$ cat config.mk
export PLATFORM = sky130hd
export DESIGN_NAME = fft_frame_packer
export DESIGN_NICKNAME = d
export VERILOG_FILES = /design/src/rtl/fas_pkg.sv /design/src/rtl/fft_pack_addr.sv /design/src/rtl/fft_frame_packer.sv
export SDC_FILE = /design/constraint.sdc
export NUM_CORES = 2
export LEC_CHECK = 0
export ABC_CLOCK_PERIOD_IN_PS = 3800
export CELL_PAD_IN_SITES_DETAIL_PLACEMENT = 1
export CELL_PAD_IN_SITES_GLOBAL_PLACEMENT = 2
export CORE_ASPECT_RATIO = 1.25
export CORE_MARGIN = 4
export CORE_UTILIZATION = 40
export DETAILED_ROUTE_END_ITERATION = 10
export PLACE_DENSITY_LB_ADDON = 0.1
export SKIP_LAST_GASP = 1
export SLEW_MARGIN = 10
export SYNTH_ARGS = -nofsm -noshare
export SYNTH_HDL_FRONTEND = slang
export SYNTH_SLANG_ARGS = --single-unit
export TNS_END_PERCENT = 30
$ cat constraint.sdc
create_clock -name clk -period 3.8 [get_ports clk]
set_input_delay 0.38 -clock clk [delete_from_list [all_inputs] [get_ports clk]]
set_output_delay 0.38 -clock clk [all_outputs]
set_load 0.01 [all_outputs]
$ cat src/rtl/fas_pkg.sv
// Shared definitions for the FFT frame packer: frame geometry, the complex
// bin type and the 4-bit bit-reverse index mapping.
package fas_pkg;

  localparam int NPT    = 16;
  localparam int CW     = 32;
  localparam int FRAMES = 64;

  // Complex bin as delivered by the FFT core: real part in the upper half.
  typedef struct packed {
    logic [15:0] re;
    logic [15:0] im;
  } cplx_t;

  // Reverse the bit order of a 4-bit bin index (k=1 -> 8, k=3 -> 12).
  function automatic logic [3:0] bitrev4(input logic [3:0] k);
    return {k[0], k[1], k[2], k[3]};
  endfunction

endpackage

$ cat src/rtl/fft_pack_addr.sv
// Slot tracking for the frame packer. Counts accepted bins 0..15, decides
// whether an accept completes a frame or aborts a short one, and maps the
// slot to a write index. Build option: FFT_BITREV_EN selects bit-reversed
// placement of bins; when undefined bins are placed in natural order.
module fft_pack_addr
  import fas_pkg::*;
(
  input  logic       clk,
  input  logic       rst,
  input  logic       accept,
  input  logic       last,
  output logic [3:0] slot,
  output logic [3:0] wr_idx,
  output logic       frame_done,
  output logic       short_err
);

  logic [3:0] slot_q;

  assign slot = slot_q;

  // A frame completes on the accept at slot 15 regardless of in_last;
  // an early in_last aborts the partial frame.
  assign frame_done = accept && (slot_q == 4'd15);
  assign short_err  = accept && last && (slot_q != 4'd15);

`ifdef FFT_BITREV_EN
  assign wr_idx = bitrev4(slot_q);
`else
  assign wr_idx = slot_q;
`endif

  // Slot counter: advance on accept, wrap at completion, clear on short frame.
  always_ff @(posedge clk or negedge rst) begin
    if (!rst) begin
      slot_q <= 4'd0;
    end else if (accept) begin
      if (frame_done || short_err) begin
        slot_q <= 4'd0;
      end else begin
        slot_q <= slot_q + 4'd1;
      end
    end
  end

endmodule

$ cat src/rtl/fft_frame_packer.sv
// Assembles serial FFT bins into a 16-bin parallel frame with a one-cycle
// fft_valid strobe and enforces a per-run frame budget. Build option:
// FFT_BITREV_EN (bit-reversed bin placement, handled in fft_pack_addr).
//
// Input handshake: a word transfers on a rising edge where in_valid and
// in_ready are both high; in_ready only depends on registered state, and
// in_data/in_last are only looked at during a transfer.
module fft_frame_packer
  import fas_pkg::*;
(
  input  logic          clk,
  input  logic          rst,
  input  logic          in_valid,
  output logic          in_ready,
  input  logic [CW-1:0] in_data,
  input  logic          in_last,
  output logic [CW-1:0] fft_d0,
  output logic [CW-1:0] fft_d1,
  output logic [CW-1:0] fft_d2,
  output logic [CW-1:0] fft_d3,
  output logic [CW-1:0] fft_d4,
  output logic [CW-1:0] fft_d5,
  output logic [CW-1:0] fft_d6,
  output logic [CW-1:0] fft_d7,
  output logic [CW-1:0] fft_d8,
  output logic [CW-1:0] fft_d9,
  output logic [CW-1:0] fft_d10,
  output logic [CW-1:0] fft_d11,
  output logic [CW-1:0] fft_d12,
  output logic [CW-1:0] fft_d13,
  output logic [CW-1:0] fft_d14,
  output logic [CW-1:0] fft_d15,
  output logic          fft_valid,
  output logic          frame_err,
  output logic          run_done
);

  localparam logic [6:0] FRAMES_C = 7'(FRAMES);

  logic       accept;
  logic [3:0] slot;
  logic [3:0] wr_idx;
  logic       frame_done;
  logic       short_err;

  cplx_t      fill_q [NPT];
  cplx_t      out_q  [NPT];
  logic [6:0] frame_cnt_q;
  logic       fft_valid_q;
  logic       frame_err_q;

  assign run_done = (frame_cnt_q == FRAMES_C);
  assign in_ready = !run_done;
  assign accept   = in_valid && in_ready;

  fft_pack_addr u_addr (
    .clk        (clk),
    .rst        (rst),
    .accept     (accept),
    .last       (in_last),
    .slot       (slot),
    .wr_idx     (wr_idx),
    .frame_done (frame_done),
    .short_err  (short_err)
  );

  // Fill buffer: store each accepted bin except the one dropped by a short frame.
  always_ff @(posedge clk or negedge rst) begin
    if (!rst) begin
      for (int i = 0; i < NPT; i++) fill_q[i] <= '0;
    end else if (accept && !short_err) begin
      fill_q[wr_idx] <= cplx_t'(in_data);
    end
  end

  // Output registers: on completion take the 15 buffered bins plus the live word.
  always_ff @(posedge clk or negedge rst) begin
    if (!rst) begin
      for (int i = 0; i < NPT; i++) out_q[i] <= '0;
    end else if (frame_done) begin
      for (int i = 0; i < NPT; i++) begin
        out_q[i] <= (4'(i) == wr_idx) ? cplx_t'(in_data) : fill_q[i];
      end
    end
  end

  // Strobes and the saturating frame counter that closes the input.
  always_ff @(posedge clk or negedge rst) begin
    if (!rst) begin
      fft_valid_q <= 1'b0;
      frame_err_q <= 1'b0;
      frame_cnt_q <= 7'd0;
    end else begin
      fft_valid_q <= frame_done;
      frame_err_q <= short_err;
      if (frame_done && (frame_cnt_q != FRAMES_C)) begin
        frame_cnt_q <= frame_cnt_q + 7'd1;
      end
    end
  end

  assign fft_valid = fft_valid_q;
  assign frame_err = frame_err_q;

  assign fft_d0  = out_q[0];
  assign fft_d1  = out_q[1];
  assign fft_d2  = out_q[2];
  assign fft_d3  = out_q[3];
  assign fft_d4  = out_q[4];
  assign fft_d5  = out_q[5];
  assign fft_d6  = out_q[6];
  assign fft_d7  = out_q[7];
  assign fft_d8  = out_q[8];
  assign fft_d9  = out_q[9];
  assign fft_d10 = out_q[10];
  assign fft_d11 = out_q[11];
  assign fft_d12 = out_q[12];
  assign fft_d13 = out_q[13];
  assign fft_d14 = out_q[14];
  assign fft_d15 = out_q[15];

endmodule
## Yosys cells after proc, flatten, opt, wreduce, memory -nomap -nowiden

Cells that the tools add are included.

- Bits in registers: 1037
- Input bits: 36
- Logic and storage cells: 123

- $add $sub $neg: 2
- Order comparisons: 2
- Equal/unequal tests: 19
- Multiplexer cells: 20
- Bitwise operators: 1
- Reduce and logical (&&, ||, !) cells: 11

Operator list:

| kind | number |
|---|---|
| two-way mux 32 bit | 17 |
| bitwise mux 512 bit | 1 |
| demux 32 bit (select 4 bit) | 1 |
| == test 4 bit, first input constant | 8 |
| == test 3 x 4 -> 1 bit, first input constant | 4 |
| == test 2 x 4 -> 1 bit, first input constant | 2 |
| adder 7 x 1 -> 7 bit, second input constant | 1 |
| == test 7 bit, second input constant | 1 |
| logical AND 1 bit | 7 |
| inequality test 7 bit, second input constant | 1 |
| >= comparator 5 bit, second input constant | 1 |
| less-than comparator 5 x 1 -> 1 bit, second input constant | 1 |
| NOT 4 -> 5 bit | 1 |
| adder 4 x 1 -> 4 bit, second input constant | 1 |
| == test 1 x 4 -> 1 bit, first input constant | 1 |
| == test 4 bit, second input constant | 1 |
| logical NOT 4 bit | 1 |
| two-way mux 4 bit | 1 |
| inequality test 4 bit, second input constant | 1 |
| logical NOT 1 bit | 2 |
| logical OR 1 bit | 1 |

## Longest topological paths before layout

- Depth after elaboration: 7
- Mapped depth: 10

## Hierarchy

Synthesis repeated with hierarchy kept, for this count alone.

- Cells, all modules: 3867
- Area total of the unflattened synthesis: 43156.4 um^2

Modules (own cells, without submodules):

| module | instances | cells each | area each (um^2) |
|---|---|---|---|
| fft_frame_packer | 1 | 3838 | 42891.1 |
| fft_pack_addr | 1 | 29 | 265.3 |

## Worst setup path before layout

Ideal clock, no wire load.

- Kind: register -> register
- From: register frame_cnt_q[0]
- To: register fill_q[32] (netlist bit)
- Setup time: 0.125 ns
- Arrival time: 1.834 ns
- Data required time: 3.675 ns
- Slack: 1.841 ns
- Cell stages (with the launch flop): 9
- Path buffers: 2
- Clock period less this slack: 1.959 ns
- Cell sequence: dfrtp_1 > inv_1 > ha_1 > nand4bb_1 > o21a_2 > buf_6 > nand2_1 > buf_4 > mux2_2

- Word-level cells in the longest chain between the ends: 7

Ends and longest elaborated chain:

| element | line | RTL |
|---|---|---|
| start, declared | fft_frame_packer.sv:48 | `logic [6:0] frame_cnt_q;` |
| start signal, assigned | fft_frame_packer.sv:97 | `frame_cnt_q <= frame_cnt_q + 7'd1;` |
| == test 7 bit * | fft_frame_packer.sv:52 | `assign run_done = (frame_cnt_q == FRAMES_C);` |
| logical NOT 1 bit * | fft_frame_packer.sv:53 | `assign in_ready = !run_done;` |
| logical AND 1 bit * | fft_frame_packer.sv:54 | `assign accept = in_valid && in_ready;` |
| logical AND 1 bit (2 in a row) | fft_pack_addr.sv:25 | `assign short_err = accept && last && (slot_q != 4'd15);` |
| logical NOT 1 bit | fft_frame_packer.sv:71 | `end else if (accept && !short_err) begin` |
| logical AND 1 bit * | fft_frame_packer.sv:71 |  |
| end signal, assigned by index | fft_frame_packer.sv:72 | `fill_q[wr_idx] <= cplx_t'(in_data);` |
| end, declared | fft_frame_packer.sv:46 | `cplx_t fill_q [NPT];` |

Every way passes the cells marked *; elsewhere a longest branch is shown, timed or not.
A chain may end at the register's enable or synchronous reset.

## Final worst setup path

- From: register frame_cnt_q[0]
- To: register fill_q[295] (netlist bit)

Same word-level chain as after synthesis.

==> impl_metrics.env <==
export IMPL_status="finished clean"
export IMPL_rsz0062_at_grt="no"
export IMPL_synth_edf_count=0
export IMPL_drtAntennaViolNets=0
export IMPL_slowest_delay_ps=730
export IMPL_crit_family="simple AND/OR/NAND/NOR gates"
export IMPL_gp_congestion=0.777
export IMPL_avgSynthCellArea_um2=12.2
export IMPL_netlist_area_um2=41700
export IMPL_numCtsBuffers=104
export IMPL_drive_above_1_share_pct=16.8
export IMPL_largest_reg_flops=480
export IMPL_yosys_area_top_type="dfrtp_1"
export IMPL_synthArstFlopShare_pct=100
export IMPL_nFillCells=10600
export IMPL_grt_overflow=0
export IMPL_areaGrowthSynthToFinish_pct=23.8
export IMPL_grt_pass1_vias=30400
export IMPL_rows=132
export IMPL_ys_top_cells_by_count="dfrtp_1 (1,005), nand2_1 (717), mux2i_1 (416), mux2_2 (365), o21ai_0 (354)"
export IMPL_clock_sinks=1005
export IMPL_hold_viol_final=0
export IMPL_holdWs_ps=234
export IMPL_ir_worst_vdd_uv=359
export IMPL_grt_pass1_wl_um=189000
export IMPL_yosysMostFrequentCell="dfrtp_1"
export IMPL_grt_usage_pct=22.3
export IMPL_start_util_pct=40.3
export IMPL_antenna_found_initial=2
export IMPL_holdCritPathClass="in -> reg"
export IMPL_synth_cell_type_count=33
export IMPL_setup_worst_path_start_class="flop"
export IMPL_vias=27200
export IMPL_report_final_slew_viol_count=0
export IMPL_grt_max_degree=235
export IMPL_cts_tree="yes"
export IMPL_reg2reg_slack_ps=790
export IMPL_setup_ws_ps=794
export IMPL_cts_clk_slew_worst_paths_ps=60
export IMPL_via_per_inst=5.16
export IMPL_crit_path_top_delay_cell="nand4_4"
export IMPL_max_freq_mhz=333
export IMPL_io_pins=552
export IMPL_drt_wl_total_um=123000
export IMPL_core_um2=104000
export IMPL_die_w_um=297
export IMPL_rr_worst_depth=6
export IMPL_cp_required_ps=4330
export IMPL_finalCriticalPeriod_ps=3010
export IMPL_setup_tns_ps=0
export IMPL_arrival_ps=3540
export IMPL_synth_top_area_share_pct=60.3
export IMPL_multi_input_area_um2=15000
export IMPL_synth_seq_cells=1005
export IMPL_skew_ps=25.3
export IMPL_cts_max_level=3
export IMPL_fin_nets=3890
export IMPL_drt_iter0_drc=1198
export IMPL_syn_nets=3453
export IMPL_relSlewSlack_pct=22.1
export IMPL_synthTopCellsByArea="dfrtp_1 (60%), mux2i_1 (10%), mux2_2 (9.9%), nand2_1 (6.5%), o21ai_0 (4.2%)"
export IMPL_die_h_um=369
export IMPL_whs_path_depth=3
export IMPL_seq_area_um2=25100
export IMPL_post_route_period_util_pct=79.1
export IMPL_worstPathMaxFanout=32
export IMPL_hpwl_um=83400
export IMPL_worst_pin_slew_ps=1170
export IMPL_crit_buf_inv=1
export IMPL_pre_cts_slack_ps=695
export IMPL_critical_path_class="reg -> reg"
export IMPL_cts_root_buf="clkbuf_16"
export IMPL_synth_seq_area_share_pct=60.3
export IMPL_cp_num_cells=6
export IMPL_clk_latency_ps=680
export IMPL_cp_cell_sequence="inv_1 -> ha_1 -> nand4bb_1 -> o21a_2 -> nand4_4 -> mux2_1"
export IMPL_drt_pass1_iterations=5
export IMPL_netlist_instances=3411
export IMPL_power_per_cell_area_nw_per_um2=473
export IMPL_postCtsSetupRepairBufs=0
export IMPL_power_mw=24.4
export IMPL_regMostFlops="fill_q"
export IMPL_io_buffers=551
export IMPL_drc=0
export IMPL_setup_viol=0
export IMPL_synth_main_ff_cell="dfrtp_1"
export IMPL_clk_path_buf_depth=3
export IMPL_crit_path_end_kind="flop"
export IMPL_yosys_warnings=0
export IMPL_cellLeakagePower_nw=25.9
export IMPL_cap_violations=0
export IMPL_wl_per_cell_um=23.4
export IMPL_die_area_um2=110000
[what timing repair did]
action / 4_1_cts / 5_1_grt
resized for setup: 0 / 0
hold endpoints to repair: 46 / 0
hold buffers: 1 / 0
[where the power goes]
group | internal, mW | switching (mW) | leakage (nW) | total (mW)
sequential | 11.5 | 0.436 | 13.8 | 12.0
combinational | 0.971 | 1.04 | 10.4 | 2.01
clock | 6.14 | 4.30 | 1.74 | 10.4
total | 18.6 | 5.78 | 25.9 | 24.4
[worst min-delay path: cells and delay by family]
family,cells,cell delay (ps)
buffers and inverters,1,280
AND/OR/NAND/NOR,2,190
[layout by cell type (no fill, tap or decap), drive strengths merged, types with 3 or more instances in the layout]
| master | Yosys | final |
|---|---|---|
| bufinv | 0 | 7 |
| clkinv | 0 | 23 |
| and2 | 3 | 3 |
| xnor2 | 6 | 6 |
| mux2i | 416 | 416 |
| dfrtp | 1005 | 1005 |
| and3 | 3 | 3 |
| nand4 | 11 | 11 |
| buf | 158 | 92 |
| a21oi | 3 | 3 |
| nand3 | 11 | 11 |
| clkdlybuf4s50 | 0 | 544 |
| nand2 | 718 | 718 |
| o21ai | 420 | 420 |
| ha | 6 | 6 |
| mux2 | 480 | 480 |
| nor2b | 3 | 3 |
| nor2 | 4 | 4 |
| inv | 7 | 10 |
| clkbuf | 149 | 159 |
[final timing paths]
kind / startpoint / endpoint
max: frame_cnt_q[0] / fill_q[295]
min in group asynchronous: rst / fft_d12[7]
max in group asynchronous: rst / fft_d14[22]
min reg2reg: fill_q[280] / fft_d7[24]
max reg2reg: frame_cnt_q[0] / fill_q[295]
min: in_data[14] / fft_d15[14]
[routing by layer]
metal / wire length (µm) / global-route usage [%] / up-vias
met5: 12 / 0 / -
met4: 3680 / 6.82 / 2
met3: 6760 / 5.35 / 184
met2: 59600 / 37.9 / 567
met1: 53200 / 28.3 / 14100
li1: - / - / 12400
[stage by stage]
stage,instance area [µm²],utilization (%),std cells
floorplan,41700,-,3411
global placement,48100,46.5,5081
detailed placement,48100,46.5,5081
CTS,51600,49.9,5275
global route,51600,49.9,5276
finish,51600,49.9,5276
[kinds of logic after synthesis]
group                    count (synthesis)  synth area share (%)
adder cells (fa/ha/maj)                  6                 0.180
flip-flops                            1005                  60.3
multiplexers                           896                  22.9
AO/OA/AOI/OAI                          428                  5.19
XOR/XNOR                                 6                 0.126
AND/OR/NAND/NOR                        756                  7.27
buffers and inverters                  314                  3.99
[layout make-up]
| cell class | count | area share [%] |
|---|---|---|
| inverters | 7 | 0.0533 |
| clock inverters | 35 | 0.732 |
| diodes | 1 | 0.00485 |
| repair buffers | 638 | 12.2 |
| well taps | 1340 | 3.25 |
| flip-flops and latches | 1005 | 48.7 |
| clock buffers | 158 | 6.06 |
| multi-input cells | 2092 | 29.0 |
No activity file was read; power rests on OpenSTA's default activity.
